## config.mk

```make
export PLATFORM = sky130hd
export DESIGN_NAME = bm_rd
export DESIGN_NICKNAME = d
export VERILOG_FILES = /design/src/rtl/bm_rd.sv
export SDC_FILE = /design/constraint.sdc
export NUM_CORES = 1
export LEC_CHECK = 0
export CAP_MARGIN = 40
export CORE_ASPECT_RATIO = 0.8
export CORE_MARGIN = 3
export CORE_UTILIZATION = 53
export DETAILED_ROUTE_END_ITERATION = 6
export PLACE_DENSITY = 0.8
export SYNTH_ARGS = -nofsm -noshare
export SYNTH_HDL_FRONTEND = slang
export SYNTH_SLANG_ARGS = --single-unit
export TNS_END_PERCENT = 50
```

## constraint.sdc

```tcl
create_clock -name clk -period 3.1 [get_ports clk]
set_clock_uncertainty 0.05 [all_clocks]
set_input_delay 0.62 -clock clk [delete_from_list [all_inputs] [get_ports clk]]
set_output_delay 0.62 -clock clk [all_outputs]
set_load 0.1 [all_outputs]
```

## src/rtl/bm_rd.sv

```systemverilog
// Bias-memory read streamer: issues credit-limited BM reads over a contiguous
// address range and replays the returned words as a valid/ready stream.
`ifndef BM_DATA_WIDTH
`define BM_DATA_WIDTH 32
`endif
`ifndef BM_DEPTH
`define BM_DEPTH 1024
`endif

module bm_rd #(
    parameter int DATA_WIDTH = `BM_DATA_WIDTH,
    parameter int DEPTH      = `BM_DEPTH,
    parameter int RD_LAT     = 2,
    parameter int FIFO_DEPTH = 4
) (
    input  logic                     clk,
    input  logic                     rst,
    input  logic                     start_pulse,
    input  logic [31:0]              c_addr,
    input  logic [31:0]              n_words,
    output logic                     busy,
    output logic                     done_pulse,
    output logic                     rd_en,
    output logic [$clog2(DEPTH)-1:0] rd_addr,
    input  logic [DATA_WIDTH-1:0]    dout,
    output logic [DATA_WIDTH-1:0]    bias_tdata,
    output logic                     bias_tvalid,
    input  logic                     bias_tready,
    output logic                     bias_tlast
);
    localparam int AW = $clog2(DEPTH);
    localparam int PW = (FIFO_DEPTH > 1) ? $clog2(FIFO_DEPTH) : 1;
    localparam int CW = $clog2(FIFO_DEPTH + 1);
    localparam logic [CW:0] CREDITS = (CW + 1)'(FIFO_DEPTH);

    // state | meaning
    // IDLE  | waiting for start_pulse
    // ISSUE | issuing reads while FIFO credits remain
    // DRAIN | all reads issued, waiting for the tlast handshake
    typedef enum logic [1:0] {IDLE, ISSUE, DRAIN} state_t;

    state_t                state;
    state_t                state_next;
    logic [31:0]           remaining;
    logic [RD_LAT-1:0]     pipe_v;
    logic [RD_LAT-1:0]     pipe_l;
    logic [DATA_WIDTH:0]   fifo_mem [FIFO_DEPTH];
    logic [PW-1:0]         wr_ptr;
    logic [PW-1:0]         rd_ptr;
    logic [CW-1:0]         fifo_count;
    logic [CW-1:0]         inflight;
    logic [DATA_WIDTH:0]   head;
    logic                  credit_ok;
    logic                  push;
    logic                  pop;
    logic                  tlast_hs;
    logic                  accept;
    logic                  last_issue;
    logic                  done_next;
    logic                  unused_addr_bits;

    function automatic logic [PW-1:0] ptr_inc(input logic [PW-1:0] p);
        return (p == PW'(FIFO_DEPTH - 1)) ? '0 : p + PW'(1);
    endfunction

    assign unused_addr_bits = ^c_addr[31:AW];
    assign push        = pipe_v[RD_LAT-1];
    assign head        = fifo_mem[rd_ptr];
    assign bias_tvalid = (fifo_count != '0);
    assign bias_tdata  = bias_tvalid ? head[DATA_WIDTH-1:0] : '0;
    assign bias_tlast  = bias_tvalid & head[DATA_WIDTH];
    assign pop         = bias_tvalid & bias_tready;
    assign tlast_hs    = pop & bias_tlast;
    assign busy        = (state != IDLE);
    // Words already buffered plus reads still in the pipe must fit in the FIFO.
    assign credit_ok   = ({1'b0, fifo_count} + {1'b0, inflight}) < CREDITS;

    always_ff @(posedge clk) begin
        if (rst) begin
            state      <= IDLE;
            done_pulse <= 1'b0;
        end else begin
            state      <= state_next;
            done_pulse <= done_next;
        end
    end

    always_comb begin
        state_next = state;
        rd_en      = 1'b0;
        accept     = 1'b0;
        last_issue = 1'b0;
        done_next  = 1'b0;
        case (state)
            IDLE: begin
                if (start_pulse) begin
                    if (n_words != 32'd0) begin
                        accept     = 1'b1;
                        state_next = ISSUE;
                    end else begin
                        done_next = 1'b1;
                    end
                end
            end
            ISSUE: begin
                rd_en      = credit_ok;
                last_issue = credit_ok && (remaining == 32'd1);
                if (last_issue) state_next = DRAIN;
            end
            DRAIN: begin
                if (tlast_hs) begin
                    state_next = IDLE;
                    done_next  = 1'b1;
                end
            end
            default: state_next = IDLE;
        endcase
    end

    always_ff @(posedge clk) begin
        if (rst) begin
            rd_addr   <= '0;
            remaining <= '0;
        end else if (accept) begin
            rd_addr   <= c_addr[AW-1:0];
            remaining <= n_words;
        end else if (rd_en) begin
            rd_addr   <= (rd_addr == AW'(DEPTH - 1)) ? '0 : rd_addr + AW'(1);
            remaining <= remaining - 32'd1;
        end
    end

    // The last flag travels with its read so tlast lands on the right word.
    always_ff @(posedge clk) begin
        if (rst) begin
            pipe_v <= '0;
            pipe_l <= '0;
        end else begin
            pipe_v[0] <= rd_en;
            pipe_l[0] <= last_issue;
            for (int i = 1; i < RD_LAT; i++) begin
                pipe_v[i] <= pipe_v[i-1];
                pipe_l[i] <= pipe_l[i-1];
            end
        end
    end

    always_ff @(posedge clk) begin
        if (push) fifo_mem[wr_ptr] <= {pipe_l[RD_LAT-1], dout};
    end

    always_ff @(posedge clk) begin
        if (rst) begin
            wr_ptr     <= '0;
            rd_ptr     <= '0;
            fifo_count <= '0;
            inflight   <= '0;
        end else begin
            if (push) wr_ptr <= ptr_inc(wr_ptr);
            if (pop)  rd_ptr <= ptr_inc(rd_ptr);
            case ({push, pop})
                2'b10:   fifo_count <= fifo_count + CW'(1);
                2'b01:   fifo_count <= fifo_count - CW'(1);
                default: fifo_count <= fifo_count;
            endcase
            case ({rd_en, push})
                2'b10:   inflight <= inflight + CW'(1);
                2'b01:   inflight <= inflight - CW'(1);
                default: inflight <= inflight;
            endcase
        end
    end
endmodule

```

==> out/metrics.cfg <==
[status]
outcome = complete, no violations

[synthesis]
synth_seq_cells = 193
synth_edf_count = 132
ys_seq_area_share_pct = 62.9
syn_nets = 724
yosysWarnings = 0
async_reset_ff_share_pct = 0
syn_area_um2 = 8250
ys_types = 53
synthCells = 610
synth_flop_cell = edfxtp_1
postSynthAreaPerCell_um2 = 13.5

[placed_design]
portBuffers = 124
post-dp-hpwl_mm = 12.5
post-place-ws_ns = 0.181
postPlaceCellArea_um2 = 10100
finalWeightedCongestion = 0.877

[floorplan]
die_h_um = 118
start_util_pct = 54.6
dieWidth_um = 145
die_area_um2 = 17100
placementRows = 40
io-pin-count = 147
design.core.area_um2 = 15100

[routing]
drtAntennaViolNets = 0
drt_first_pass_iters = 5
routed_wl_mm = 18.9
viasPerCell = 5.99
routed-via-count = 5747
drc_errors = 0
wl_per_cell_um = 19.7
drt_iter0_drc = 627

[worst_setup_path]
cp_data_required_time_ns = 2.43
crit_type = flop to output pin
cp-end-kind = output pin
worstPathArrival_ns = 2.30
critPathMaxFanout = 13
start_kind = flop

[clock_tree]
cts_buffer_depth = 2
htreeDepth = 4
path_clk_slew_ns = 0.06
numClockSinks = 193
numCtsBuffers = 17
cts_tree = done
cts_setup_buffers = 0
cts_root_buf = clkbuf_16
cts_resized = 0
ctsHoldBuffers = 0
clk-insertion-delay-late_ns = 0.43

[global_route]
met1_usage_pct = 30.6
grtUsageMet3_pct = 5.27
antenna_found_initial = 0
grt_use_total_pct = 22.5
grt_pass1_wl_mm = 30.3
gr-usage-met2_pct = 36.5
first_global_vias = 5773
grt-busiest-layer = met2
grt_max_degree = 37
grt-ovfl-total = 0

[timing]
fin_setup_tns_ns = 0
maxSlewHeadroom_pct = 37.9
setup_viol = 0
layout_setup_ws_ns = 0.134
worst_pin_slew_ns = 0.931
min_period_ns = 2.97
grt_setup_unrepaired = no
fmaxAchievable_mhz = 337
period_share_pct = 95.7
whs_ns = 0.392
hold_viol = 0
drv_slew = 0

[power]
powerDensity_nw_per_um2 = 673
leakagePower_nw = 3.55
ir_worst_vdd_v = 0.000417

[finish]
design_area_um2 = 10700
fin_nets = 852
final_common_cell = edfxtp_1
final_util_pct = 70.9
diodes = 0
layout_common_cells = edfxtp_1 (132), clkdlybuf4s50_1 (76), dfxtp_1 (60), nor2_1 (41)
drive_above_1_share_pct = 19.3
syn2layout_area_growth_pct = 29.9

[hold_path]
holdCritPathClass = flop to flop

[run]
drv_cap = 0

[per-stage QoR]
| stage | total power, mW | instances |
|---|---|---|
| 3_5_place_dp | 5.04 | 929 |
| 3_3_place_gp | 4.99 | 928 |
| 2_1_floorplan | 4.28 | 610 |
| 4_1_cts | 7.24 | 960 |
| 6_report | 7.21 | 960 |
| 5_1_grt | 7.44 | 960 |
[synthesized netlist by cell type, types with 8 or more instances]
cell type	instances	area, um^2
and2_1	37	231
ha_1	12	150
o311ai_0	8	70.1
edfxtp_1	132	3960
mux4_2	33	743
nand4_1	10	62.6
clkbuf_1	27	101
nand3_1	16	80.1
a21oi_1	27	135
o211ai_1	8	60.1
nand2_1	23	86.3
nor3_1	22	110
or3_1	11	68.8
dfxtp_1	61	1220
nor4_1	17	106
a211oi_1	18	135
inv_1	15	56.3
nor2_1	41	154
a31oi_1	11	68.8
[cell families after synthesis]
kind of cell             synth area share [%]
AO/OA/AOI/OAI                            8.07
XOR/XNOR                                 1.38
adder cells (fa/ha/maj)                  2.31
buffers and inverters                    2.23
flip-flops                               62.9
multiplexers                             9.13
AND/OR/NAND/NOR                          14.0
[critical path, stage by stage, from the launching register on]
cell and delay, ns:
dfxtp_1 0.34, ha_1 0.31, nor3_1 0.35, nand3_1 0.17, inv_1 0.45, buf_12 0.25
[cell type report]
class                           instances  area [um^2]
Clock buffer                           17          425
Inverter                               15         56.3
Fill cell                             972         4400
Multi-Input combinational cell        369         2890
Sequential cell                       193         5190
Clock inverter                         14          179
Tap cell                              210          263
Timing Repair Buffer                  142         1720
[registers in the layout (all words and copies together) (netlist names), named ones only]
name and flops:
pipe_v 2, fifo_count 3, remaining 32, rd_addr 10, fifo_mem 132, inflight 3
rd_ptr 2, wr_ptr 2, done_pulse 1, pipe_l 2, state 2
[routing by layer]
layer	part of all wire (%)	wire (um)
met2	49	9290
met4	0.90	170
met3	8.3	1570
met5	0	0
met1	42	7900
[where the power goes]
part,internal (mW),switching (mW)
logic,0.762,1.32
registers,2.83,0.0826
clock network,1.28,0.942
total,4.87,2.34
[worst paths after layout]
path / cells after the start / from / slack, ns / end
worst max register to register: 7 / remaining[0] / 0.45 / remaining[18]
worst max-delay path: 5 / fifo_count[2] / 0.13 / rd_en
worst min-delay path: 1 / pipe_v[0] / 0.39 / pipe_v[1]
worst min register to register: 1 / pipe_v[0] / 0.39 / pipe_v[1]
No activity file was read; power rests on OpenSTA's default activity.
